`src/rtl/arch_defs_pkg.sv`:
```
// Shared architectural definitions for the memory-mapped peripherals.
// Holds the UART transmitter address map, status bit layout and FSM states.
package arch_defs_pkg;

    localparam logic [15:0] UART_BASE_ADDR     = 16'hE000;
    localparam int          UART_DATA_OFFSET   = 0;
    localparam int          UART_STATUS_OFFSET = 1;

    localparam int UART_ST_BUSY  = 0;
    localparam int UART_ST_FULL  = 1;
    localparam int UART_ST_EMPTY = 2;
    localparam int UART_ST_OVF   = 3;

    typedef enum logic [1:0] {
        IDLE,
        START,
        DATA,
        STOP
    } uart_tx_state_t;

endpackage

```
`src/rtl/uart_tx_serializer.sv`:
```
// 8N1 serialiser: start bit, eight data bits LSB first, one stop bit.
// Accepts a byte when ready_o is high: while idle, or in the last stop cycle.
module uart_tx_serializer
    import arch_defs_pkg::*;
#(
    parameter int CLKS_PER_BIT = 16
) (
    input  logic       clk,
    input  logic       reset,
    input  logic       valid_i,
    input  logic [7:0] data_i,
    output logic       ready_o,
    output logic       tx_o,
    output logic       busy_o
);

    localparam int BW = (CLKS_PER_BIT > 2) ? $clog2(CLKS_PER_BIT) : 1;
    localparam logic [BW-1:0] BAUD_LAST = BW'(CLKS_PER_BIT - 1);

    uart_tx_state_t state_q, state_d;
    logic [BW-1:0]  baud_q, baud_d;
    logic [2:0]     bit_q, bit_d;
    logic [7:0]     shift_q, shift_d;
    logic           tx_q, tx_d;
    logic           baud_done;

    assign baud_done = (baud_q == BAUD_LAST);
    assign ready_o   = (state_q == IDLE) | ((state_q == STOP) & baud_done);
    assign tx_o      = tx_q;
    assign busy_o    = (state_q != IDLE);

    always_ff @(posedge clk or posedge reset) begin
        if (reset) begin
            state_q <= IDLE;
            baud_q  <= '0;
            bit_q   <= '0;
            shift_q <= '0;
            tx_q    <= 1'b1;
        end else begin
            state_q <= state_d;
            baud_q  <= baud_d;
            bit_q   <= bit_d;
            shift_q <= shift_d;
            tx_q    <= tx_d;
        end
    end

    always_comb begin
        state_d = state_q;
        baud_d  = baud_q;
        bit_d   = bit_q;
        shift_d = shift_q;
        tx_d    = tx_q;
        unique case (state_q)
            IDLE: begin
                baud_d = '0;
                tx_d   = 1'b1;
                if (valid_i) begin
                    shift_d = data_i;
                    tx_d    = 1'b0;
                    state_d = START;
                end
            end
            START: begin
                if (baud_done) begin
                    baud_d  = '0;
                    bit_d   = '0;
                    tx_d    = shift_q[0];
                    state_d = DATA;
                end else begin
                    baud_d = baud_q + BW'(1);
                end
            end
            DATA: begin
                if (baud_done) begin
                    baud_d = '0;
                    if (bit_q == 3'd7) begin
                        tx_d    = 1'b1;
                        state_d = STOP;
                    end else begin
                        bit_d   = bit_q + 3'd1;
                        shift_d = {1'b0, shift_q[7:1]};
                        tx_d    = shift_q[1];
                    end
                end else begin
                    baud_d = baud_q + BW'(1);
                end
            end
            STOP: begin
                if (baud_done) begin
                    baud_d = '0;
                    // Back-to-back frames: next start bit follows with no idle gap
                    if (valid_i) begin
                        shift_d = data_i;
                        tx_d    = 1'b0;
                        state_d = START;
                    end else begin
                        state_d = IDLE;
                    end
                end else begin
                    baud_d = baud_q + BW'(1);
                end
            end
            default: state_d = IDLE;
        endcase
    end

endmodule

```
`src/rtl/uart_tx_mmio.sv`:
```
// Memory-mapped UART transmitter: DATA/STATUS register decode and TX FIFO
// in front of the 8N1 serialiser.
module uart_tx_mmio
    import arch_defs_pkg::*;
#(
    parameter int                    ADDR_WIDTH   = 16,
    parameter int                    DATA_WIDTH   = 8,
    parameter logic [ADDR_WIDTH-1:0] BASE_ADDR    = UART_BASE_ADDR,
    parameter int                    CLKS_PER_BIT = 16,
    parameter int                    FIFO_DEPTH   = 4
) (
    input  logic                  clk,
    input  logic                  reset,
    input  logic [ADDR_WIDTH-1:0] mem_address,
    input  logic                  mem_read,
    input  logic                  mem_write,
    input  logic [DATA_WIDTH-1:0] bus_data_in,
    output logic [DATA_WIDTH-1:0] bus_data_out,
    output logic                  sel,
    output logic                  uart_tx,
    output logic                  tx_busy
);

    localparam int PW = $clog2(FIFO_DEPTH);
    localparam int CW = PW + 1;
    localparam logic [CW-1:0] DEPTH_C = CW'(FIFO_DEPTH);
    localparam logic [ADDR_WIDTH-1:0] DATA_ADDR =
        BASE_ADDR + ADDR_WIDTH'(UART_DATA_OFFSET);
    localparam logic [ADDR_WIDTH-1:0] STAT_ADDR =
        BASE_ADDR + ADDR_WIDTH'(UART_STATUS_OFFSET);

    logic [7:0]    mem_q [FIFO_DEPTH];
    logic [PW-1:0] wr_ptr_q, wr_ptr_d;
    logic [PW-1:0] rd_ptr_q, rd_ptr_d;
    logic [CW-1:0] count_q, count_d;
    logic          ovf_q, ovf_d;

    logic data_hit, stat_hit;
    logic push_req, push, pop, ovf_set, stat_rd;
    logic fifo_empty, fifo_full;
    logic ser_ready, ser_busy;

    assign data_hit   = (mem_address == DATA_ADDR);
    assign stat_hit   = (mem_address == STAT_ADDR);
    assign sel        = data_hit | stat_hit;
    assign fifo_empty = (count_q == '0);
    assign fifo_full  = (count_q == DEPTH_C);
    assign pop        = ser_ready & ~fifo_empty;
    assign push_req   = mem_write & data_hit;
    // A full FIFO still accepts a byte when a slot frees on the same edge
    assign push       = push_req & (~fifo_full | pop);
    assign ovf_set    = push_req & ~push;
    assign stat_rd    = mem_read & stat_hit;
    assign tx_busy    = ser_busy | ~fifo_empty;

    always_comb begin
        wr_ptr_d = wr_ptr_q;
        rd_ptr_d = rd_ptr_q;
        count_d  = count_q;
        if (push) wr_ptr_d = wr_ptr_q + PW'(1);
        if (pop)  rd_ptr_d = rd_ptr_q + PW'(1);
        if (push & ~pop) count_d = count_q + CW'(1);
        if (pop & ~push) count_d = count_q - CW'(1);
        // Set wins over the read-to-clear
        ovf_d = ovf_set | (ovf_q & ~stat_rd);
    end

    always_ff @(posedge clk or posedge reset) begin
        if (reset) begin
            wr_ptr_q <= '0;
            rd_ptr_q <= '0;
            count_q  <= '0;
            ovf_q    <= 1'b0;
            for (int i = 0; i < FIFO_DEPTH; i++) mem_q[i] <= '0;
        end else begin
            wr_ptr_q <= wr_ptr_d;
            rd_ptr_q <= rd_ptr_d;
            count_q  <= count_d;
            ovf_q    <= ovf_d;
            if (push) mem_q[wr_ptr_q] <= bus_data_in[7:0];
        end
    end

    always_comb begin
        bus_data_out = '0;
        if (stat_rd) begin
            bus_data_out[UART_ST_BUSY]  = tx_busy;
            bus_data_out[UART_ST_FULL]  = fifo_full;
            bus_data_out[UART_ST_EMPTY] = fifo_empty;
            bus_data_out[UART_ST_OVF]   = ovf_q;
        end
    end

    uart_tx_serializer #(
        .CLKS_PER_BIT(CLKS_PER_BIT)
    ) u_ser (
        .clk    (clk),
        .reset  (reset),
        .valid_i(~fifo_empty),
        .data_i (mem_q[rd_ptr_q]),
        .ready_o(ser_ready),
        .tx_o   (uart_tx),
        .busy_o (ser_busy)
    );

endmodule

```
`config.mk`:
```
export PLATFORM = sky130hd
export DESIGN_NAME = uart_tx_mmio
export DESIGN_NICKNAME = d
export VERILOG_FILES = /design/src/rtl/arch_defs_pkg.sv /design/src/rtl/uart_tx_serializer.sv /design/src/rtl/uart_tx_mmio.sv
export SDC_FILE = /design/constraint.sdc
export NUM_CORES = 1
export LEC_CHECK = 0
export ABC_CLOCK_PERIOD_IN_PS = 2270
export CORE_MARGIN = 2
export CORE_UTILIZATION = 50
export DETAILED_ROUTE_END_ITERATION = 7
export GPL_ROUTABILITY_DRIVEN = 1
export PLACE_DENSITY = 0.88
export SYNTH_ARGS = -nofsm -noshare
export SYNTH_HDL_FRONTEND = slang
export SYNTH_SLANG_ARGS = --single-unit
```
`constraint.sdc`:
```
create_clock -name clk -period 2.27 [get_ports clk]
set_input_delay 0.3405 -clock clk [delete_from_list [all_inputs] [get_ports clk]]
set_output_delay 0.3405 -clock clk [all_outputs]
set_load 0.01 [all_outputs]
```
==> tab_implementation.tex, run 1 <==
\begin{tabular}{lr}
\hline
Metric & Value \\
\hline
\multicolumn{2}{l}{\textbf{Outcome}} \\
\quad Run status & finished with violations \\
\quad Violated checks & setup timing \\
\multicolumn{2}{l}{\textbf{Placement}} \\
\quad Post-DP HPWL & 4261 um \\
\quad Placer's final routability congestion estimate & 0.7471 \\
\quad Port buffer count & 34 \\
\quad Cell total after placement & 354 \\
\quad Setup WS pre-CTS & -658.2 ps \\
\multicolumn{2}{l}{\textbf{Synth}} \\
\quad Mapped cell area & 0.002965 mm2 \\
\quad Post-synth EDFFs & 0 \\
\quad Sequential-to-total area share from yosys stat & 0.4899 \\
\quad Number of distinct library cell variants in the gate-level netlist after synthesis & 42 \\
\quad Number of synthesis warnings & 0 \\
\quad Leading register cell type out of synthesis & sky130\_fd\_sc\_hd\_\_dfrtp\_1 \\
\quad Multiplexer share of the synthesized area & 0.2536 \\
\quad Gate count after technology mapping & 224 \\
\quad Simple-gate area share of the yosys netlist & 0.09198 \\
\quad Compound-gate portion of the synthesized area & 0.05359 \\
\quad Ys async rst share & 1.000 \\
\quad Mean instance size in the synthesized netlist & 13.24 um2 \\
\quad Main combinational cell family by area after synthesis & multiplexers \\
\quad Xor and xnor area share after synthesis & 0.02068 \\
\quad Flops \& latches, synth & 58 \\
\quad Adder-Cell Fraction of Synth Area & 0.05738 \\
\multicolumn{2}{l}{\textbf{Final layout}} \\
\quad Final instance count without filler cells & 377 \\
\quad Share of cells above drive strength 1 & 0.4768 \\
\quad Fillers & 426 \\
\quad Net count reported at finish & 338 \\
\quad Utilization of the core after routing & 0.6642 \\
\quad Ant diodes & 0 \\
\quad Sequential Area & 0.001453 mm2 \\
\quad Multi-input gate area in the final layout & 0.001471 mm2 \\
\quad Area Overhead vs Synth & 30.25\% \\
\multicolumn{2}{l}{\textbf{Floorplan}} \\
\quad Placeable core region & 0.005816 mm2 \\
\quad Die span in x & 81.01 um \\
\quad Starting Density & 0.5099 \\
\quad Boundary Pins & 39 \\
\quad Number of placement rows & 28 \\
\quad Die Area & 0.006563 mm2 \\
\quad Vertical die dimension & 81.01 um \\
\multicolumn{2}{l}{\textbf{Min path}} \\
\quad Min-Delay Path Class & input port to asynchronous set/reset pin \\
\multicolumn{2}{l}{\textbf{Detailed routing}} \\
\quad Post-route met1 wirelength & 2540 um \\
\quad Highest layer used for signal routing & met4 \\
\quad Length of routed met2 wiring & 3253 um \\
\quad Average wire per standard cell & 16.08 um \\
\quad Total number of vias & 2028 \\
\quad Drt first-iter violations & 100 \\
\quad Antenna Nets Post-Route & 0 \\
\quad Remaining DRCs & 0 \\
\quad Via density per instance & 5.379 \\
\quad Routed Wire Length & 6063 um \\
\quad Detailed-routing iteration count for the pre-antenna-repair pass & 4 \\
\quad Met3 routed wirelength & 144 um \\
\multicolumn{2}{l}{\textbf{Global routing}} \\
\quad GRT Util Overall & 0.2077 \\
\quad Largest net degree at the start of global routing & 59 \\
\quad First-pass GRT wire length & 10040 um \\
\quad Antenna violations before repair & 0 \\
\quad Overflow left after global routing & 0 \\
\quad Number of global-route vias before repair & 2179 \\
\multicolumn{2}{l}{\textbf{Clocking}} \\
\quad Insertion delay to the later sink of the worst-skew pair & 340 ps \\
\quad CTS tree & yes \\
\quad Maximum count of clock buffers along a single path & 2 \\
\quad Number of buffers added by the clock tree synthesis step & 9 \\
\quad Cell chosen for the clock root & sky130\_fd\_sc\_hd\_\_clkbuf\_8 \\
\quad Count of H-tree levels built during CTS & 3 \\
\quad Sink Count & 58 \\
\quad Register clock-pin slew on the reported worst setup and hold paths & 70 ps \\
\multicolumn{2}{l}{\textbf{Critical path}} \\
\quad Type of the worst setup path & input port to output pin \\
\quad Largest delay contributor family on the critical path & simple AND/OR/NAND/NOR gates \\
\quad Max FO, Critical Path & 2 \\
\quad Series of cell instances along the critical path & buf\_6 > or4\_4 > nor4\_4 > nand3\_1 > buf\_4 > nor4b\_2 > buf\_2 \\
\quad Crit-path slowest cell & sky130\_fd\_sc\_hd\_\_or4\_4 \\
\quad Buffer and inverter count on the worst path & 3 \\
\quad Req. time, crit path & 1930 ps \\
\quad Critical Path Start Type & input port \\
\quad Arrival time at the worst endpoint & 1960 ps \\
\quad Critical path endpoint category & output pin \\
\quad Longest individual stage delay on the worst path & 530 ps \\
\multicolumn{2}{l}{\textbf{STA}} \\
\quad Setup slack of the critical path after layout & -28.24 ps \\
\quad Count of endpoints failing setup in the final report & 1 \\
\quad Final max-slew violation count & 0 \\
\quad Maximum operating frequency & 0.4351 GHz \\
\quad Normalized max-slew margin & 0.6367 \\
\quad Time the final worst path needs with I/O delays and setup & 2298 ps \\
\quad Hold Violations, Final & 0 \\
\quad Setup repair after global routing missed its margin & true \\
\quad Period utilisation layout & 1.012 \\
\quad Largest clock skew in the final design & 8.422 ps \\
\quad Tightest Pin Transition & 543.3 ps \\
\quad Post-route setup TNS & -28.24 ps \\
\multicolumn{2}{l}{\textbf{Power and ir drop}} \\
\quad Standby leakage power & 1.917 nW \\
\quad VDD IR-drop max & 0.6300 mV \\
\quad Cell Pwr Density & 558.2 mW/mm2 \\
\multicolumn{2}{l}{\textbf{Flow run}} \\
\quad Number of maximum-capacitance constraint violations & 0 \\
\hline
\end{tabular}
-- cell usage after synthesis (4+ instances only) --
cell type,n,area share
sky130_fd_sc_hd__nand4_2,4,0.017
sky130_fd_sc_hd__dfrtp_1,57,0.48
sky130_fd_sc_hd__a22o_1,4,0.012
sky130_fd_sc_hd__inv_1,10,0.013
sky130_fd_sc_hd__clkbuf_1,6,0.0076
sky130_fd_sc_hd__buf_4,4,0.010
sky130_fd_sc_hd__xnor2_1,4,0.012
sky130_fd_sc_hd__a21oi_1,4,0.0068
sky130_fd_sc_hd__ha_1,12,0.051
sky130_fd_sc_hd__nand2_1,7,0.0089
sky130_fd_sc_hd__nand3_1,6,0.010
sky130_fd_sc_hd__mux4_2,8,0.061
sky130_fd_sc_hd__nor2_1,8,0.010
sky130_fd_sc_hd__mux2_2,49,0.19
-- power by group --
| group | switching [mW] | leakage, nW | total [mW] | internal, mW |
|---|---|---|---|---|
| Combinational | 0.0392 | 1.03 | 0.0816 | 0.0424 |
| Sequential | 0.0000752 | 0.787 | 1.03 | 1.03 |
| Clock | 0.426 | 0.105 | 1.04 | 0.614 |
| Total | 0.466 | 1.92 | 2.16 | 1.69 |
-- placed cells by master (no fill, tap or decap), types with 5 or more instances in the layout --
cell / instances
sky130_fd_sc_hd__dfrtp_1: 57
sky130_fd_sc_hd__inv_1: 6
sky130_fd_sc_hd__nor2_1: 8
sky130_fd_sc_hd__mux4_2: 8
sky130_fd_sc_hd__clkbuf_8: 9
sky130_fd_sc_hd__mux2_2: 49
sky130_fd_sc_hd__clkbuf_2: 5
sky130_fd_sc_hd__ha_1: 9
sky130_fd_sc_hd__buf_4: 33
sky130_fd_sc_hd__nand2_1: 7
sky130_fd_sc_hd__clkdlybuf4s50_1: 17
sky130_fd_sc_hd__nand3_1: 6
sky130_fd_sc_hd__buf_2: 5
-- registers in the layout, indices dropped and copies added (netlist names) --
register and cells:
mem_q 32, u_ser.shift_q 8, u_ser.baud_q 4, count_q 3, u_ser.bit_q 3, rd_ptr_q 2
u_ser.state_q 2, wr_ptr_q 2, ovf_q 1, u_ser.tx_o 1
-- worst reg2reg max path, stage by stage, from the launching register on --
cell and delay, ps:
sky130_fd_sc_hd__dfrtp_1 420, sky130_fd_sc_hd__ha_2 210, sky130_fd_sc_hd__a41oi_2 220, sky130_fd_sc_hd__nand4_1 140, sky130_fd_sc_hd__nand3_1 120, sky130_fd_sc_hd__ha_2 200, sky130_fd_sc_hd__inv_2 40, sky130_fd_sc_hd__fa_2 330
sky130_fd_sc_hd__xor2_1 180, sky130_fd_sc_hd__nor2_1 140, sky130_fd_sc_hd__xor2_1 160
-- per-layer routing --
metal / global-route usage / up-vias
met5: 0 / -
met4: 0.1220 / 0
met3: 0.04000 / 11
met2: 0.3471 / 31
met1: 0.2502 / 1026
li1: - / 960
-- area by class of cell --
cell class,count,share of cell area
Clock buffer,9,0.03207
Multi-Input combinational cell,148,0.3810
Clock inverter,7,0.02430
Inverter,10,0.009718
Timing Repair Buffer,70,0.1526
Tap cell,75,0.02430
Sequential cell,58,0.3761
-- path summary, 6_finish.rpt --
check / to / slack [ps] / startpoint / cells past startpoint
min: u_ser.state_q[0]$_DFFE_PP0P_ / 360 / reset / 3
min reg2reg: mem_q[8]$_DFFE_PP0P_ / 500 / mem_q[8]$_DFFE_PP0P_ / 1
max in group asynchronous: u_ser.tx_o$_DFFE_PP1P_ / 1630 / reset / 3
min in group clk: mem_q[8]$_DFFE_PP0P_ / 500 / mem_q[8]$_DFFE_PP0P_ / 1
max: bus_data_out[1] / -30 / mem_address[6] / 7
max reg2reg: count_q[2]$_DFFE_PP0P_ / 40 / u_ser.state_q[1]$_DFFE_PP0P_ / 10
-- per-stage QoR --
stage / hold slack (ps) / area (um2) / power (mW)
after detailed placement: 487.1 / 3613 / 1.142
after CTS: 377.4 / 3839 / 2.173
after global routing: 405.3 / 3862 / 2.227
final: 358.0 / 3862 / 2.156
after floorplan: 456.1 / 2993 / 1.084
after global placement: 482.3 / 3613 / 1.140
-- kinds of logic (layout without fill, tap and decap cells) --
| group | count (synthesis) | count (layout) |
|---|---|---|
| flip-flops | 58 | 58 |
| AO/OA/AOI/OAI | 22 | 22 |
| XOR/XNOR | 7 | 7 |
| adder cells (fa/ha/maj) | 13 | 13 |
| buffers and inverters | 21 | 96 |
| other | 1 | 4 |
| multiplexers | 59 | 59 |
| AND/OR/NAND/NOR | 43 | 43 |
-- repair_timing --
| action | 4_1_cts | 5_1_grt |
|---|---|---|
| resized for setup | 35 | 22 |
| setup endpoints to repair | 7 | 16 |
| pin swaps | 6 | 10 |
| hold buffers | 0 | 0 |
| buffers inserted | 4 | 4 |
| endpoints found under the hold margin | 0 | 0 |
Power figures use the tool's default switching activity.
==> run 2, diff against run 1 <==
CORE_UTILIZATION = 45   (was 50)
PLACE_DENSITY = 0.82   (was 0.88)
==> run 2 against run 1 <==
Net effect: the run now ends clean; hold slack better by 11 ps; wire length is 2.8% lower; sequential power hardly changed; register-to-register slack better by 40 ps; total power is 5.5% higher; clock skew is 2.5 ps lower; count of clock-buffer cells in the layout stayed put; non-clock buffer count is 2 lower; first-iteration DRC count is 37% lower; clock power is 12% higher; sequential share of layout area is 0.17 points lower; cell count stayed put; critical endpoint unchanged.
==> tab_implementation.tex, run 2 (synthesized netlist as in run 1, its figures left out) <==
\begin{tabular}{lr}
\hline
Metric & Value \\
\hline
\multicolumn{2}{l}{\textbf{Min path}} \\
\quad Min-Delay Path Class & input port to asynchronous set/reset pin \\
\multicolumn{2}{l}{\textbf{Power and ir drop}} \\
\quad Cell Pwr Density & 586.4 mW/mm2 \\
\quad Total internal power & 1.800 mW \\
\quad Net switching fraction of the power & 0.2089 \\
\quad Sw power & 475.3 uW \\
\quad Clock share of power & 0.510 \\
\quad Combinational power share & 0.036 \\
\quad Standby leakage power & 1.934 nW \\
\quad VDD IR-drop max & 0.5176 mV \\
\quad Sequential power share & 0.454 \\
\multicolumn{2}{l}{\textbf{Floorplan}} \\
\quad Boundary Pins & 39 \\
\quad Die Area & 0.007255 mm2 \\
\quad Vertical die dimension & 85.18 um \\
\quad Die span in x & 85.18 um \\
\quad Placeable core region & 0.006350 mm2 \\
\quad Starting Density & 0.4670 \\
\quad Number of placement rows & 29 \\
\multicolumn{2}{l}{\textbf{Final layout}} \\
\quad Max reg flops & 32 \\
\quad Utilization of the core after routing & 0.6110 \\
\quad Most common library cell in the layout ignoring fill and taps & sky130\_fd\_sc\_hd\_\_dfrtp\_1 \\
\quad Net count reported at finish & 336 \\
\quad Register with the most flip-flops & mem\_q \\
\quad Top Registers & mem\_q: 32 flops, u\_ser.shift\_q: 8 flops, u\_ser.baud\_q: 4 flops \\
\quad Area Overhead vs Synth & 30.84\% \\
\quad Most frequent cells in the layout & sky130\_fd\_sc\_hd\_\_dfrtp\_1, sky130\_fd\_sc\_hd\_\_mux2\_2, sky130\_fd\_sc\_hd\_\_buf\_4 \\
\quad Share of cells above drive strength 1 & 0.4667 \\
\quad Final instance count without filler cells & 377 \\
\quad Ant diodes & 0 \\
\multicolumn{2}{l}{\textbf{Clocking}} \\
\quad CTS tree & yes \\
\quad Insertion delay to the later sink of the worst-skew pair & 340 ps \\
\quad Register clock-pin slew on the reported worst setup and hold paths & 70 ps \\
\quad Post-CTS Hold Fix Bufs & 0 \\
\quad Cell chosen for the clock root & sky130\_fd\_sc\_hd\_\_clkbuf\_8 \\
\quad Maximum count of clock buffers along a single path & 2 \\
\quad Sink Count & 58 \\
\quad Count of H-tree levels built during CTS & 3 \\
\quad Number of buffers added by the clock tree synthesis step & 9 \\
\multicolumn{2}{l}{\textbf{Outcome}} \\
\quad Run status & completed \\
\multicolumn{2}{l}{\textbf{STA}} \\
\quad Maximum operating frequency & 0.4536 GHz \\
\quad Setup repair after global routing missed its margin & true \\
\quad Tightest Pin Transition & 563.3 ps \\
\quad Period utilisation layout & 0.9712 \\
\quad Largest clock skew in the final design & 5.926 ps \\
\quad Time the final worst path needs with I/O delays and setup & 2205 ps \\
\quad Final max-slew violation count & 0 \\
\quad Hold Violations, Final & 0 \\
\quad Count of endpoints failing setup in the final report & 0 \\
\quad Normalized max-slew margin & 0.6239 \\
\multicolumn{2}{l}{\textbf{Flow run}} \\
\quad Number of maximum-capacitance constraint violations & 0 \\
\multicolumn{2}{l}{\textbf{Detailed routing}} \\
\quad Total number of vias & 2022 \\
\quad Drt first-iter violations & 63 \\
\quad Via density per instance & 5.363 \\
\quad Detailed-routing iteration count for the pre-antenna-repair pass & 4 \\
\quad Remaining DRCs & 0 \\
\quad Antenna Nets Post-Route & 0 \\
\quad Routed Wire Length & 5896 um \\
\quad Average wire per standard cell & 15.64 um \\
\multicolumn{2}{l}{\textbf{Global routing}} \\
\quad Largest net degree at the start of global routing & 35 \\
\quad Antenna violations before repair & 0 \\
\quad Overflow left after global routing & 0 \\
\quad GRT Util Overall & 0.1810 \\
\quad Number of global-route vias before repair & 2146 \\
\quad First-pass GRT wire length & 10050 um \\
\multicolumn{2}{l}{\textbf{Placement}} \\
\quad Post-DP HPWL & 4236 um \\
\quad Cell total after placement & 357 \\
\quad Port buffer count & 34 \\
\quad Placer's final routability congestion estimate & 0.8045 \\
\multicolumn{2}{l}{\textbf{Critical path}} \\
\quad Arrival time at the worst endpoint & 1860 ps \\
\quad Critical path endpoint category & output pin \\
\quad Type of the worst setup path & input port to output pin \\
\quad Max FO, Critical Path & 2 \\
\quad Req. time, crit path & 1930 ps \\
\quad Critical Path Start Type & input port \\
\hline
\end{tabular}
[run 2: cell types whose count changed in the layout (fill, tap and decap cells not counted), sizes merged]
cell           change
dlygate4sd2        +2
clkdlybuf4s50      -1
clkinvlp           +1
clkdlybuf4s15      -1
clkbuf             +1
dlymetal6s2s       +2
buf                -5
bufinv             +1
clkinv             -2
[run 2: critical path: stages]
cell and delay, ps:
sky130_fd_sc_hd__clkbuf_2 80, sky130_fd_sc_hd__or4b_4 540, sky130_fd_sc_hd__nor4_4 320, sky130_fd_sc_hd__nand3_2 150, sky130_fd_sc_hd__nor4b_2 260, sky130_fd_sc_hd__buf_2 170
[run 2: path summary, 6_finish.rpt]
check | slack [ps] | endpoint | cells after the start | from
worst max-delay path | 70 | bus_data_out[1] | 6 | mem_address[7]
worst min-delay path | 370 | u_ser.state_q[1]$_DFFE_PP0P_ | 2 | reset
worst max register to register | 80 | count_q[2]$_DFFE_PP0P_ | 10 | u_ser.baud_q[1]$_DFF_PP0_
worst min register to register | 500 | u_ser.shift_q[5]$_DFFE_PP0P_ | 1 | u_ser.shift_q[5]$_DFFE_PP0P_
max in group asynchronous | 1330 | mem_q[10]$_DFFE_PP0P_ | 3 | reset
min in group clk | 500 | u_ser.shift_q[5]$_DFFE_PP0P_ | 1 | u_ser.shift_q[5]$_DFFE_PP0P_
[run 2: timing repair]
item	4_1_cts	5_1_grt
setup buffers	3	1
gates resized for setup	38	17
pin swaps	8	10
endpoints found under the setup margin	7	16
[run 2: metrics by stage]
stage,hold WS [ps],power (mW),TNS (ps),cell area (um2),worst slack [ps]
after floorplan,456.1,1.084,-500.6,2993,-178.9
after global placement,471.2,1.141,-10280,3611,-617.7
after detailed placement,482.8,1.142,-11250,3611,-651.2
after CTS,369.5,2.296,0,3876,6.772
after global routing,426.9,2.364,-69.94,3880,-49.86
final,369.2,2.275,0,3880,65.28
[run 2: layer usage]
| layer | wire (um) | vias to the layer above | track usage |
|---|---|---|---|
| met5 | 0 | - | 0 |
| met4 | 114 | 0 | 0.07359 |
| met3 | 188 | 8 | 0.05253 |
| met2 | 3162 | 36 | 0.3146 |
| met1 | 2430 | 1016 | 0.2095 |
| li1 | - | 962 | - |
[run 2: layout make-up]
class                      instances  area, um2
fill                             467       2470
multi-input combinational        148       1483
sequential                        58       1453
timing repair buffer              68      569.3
clock buffer                       9      123.9
clock inverter                     7      117.6
tap                               77      96.34
inverter                          10      37.54
[run 2: power groups by stage]
stage | Sequential (mW) | Clock [mW] | Combinational [mW]
after detailed placement | 1.05 | 0 | 0.0896
after global routing | 1.03 | 1.24 | 0.0907
after global placement | 1.05 | 0 | 0.0877
final | 1.03 | 1.16 | 0.0811
after CTS | 1.03 | 1.18 | 0.0846
after floorplan | 1.05 | 0 | 0.0306
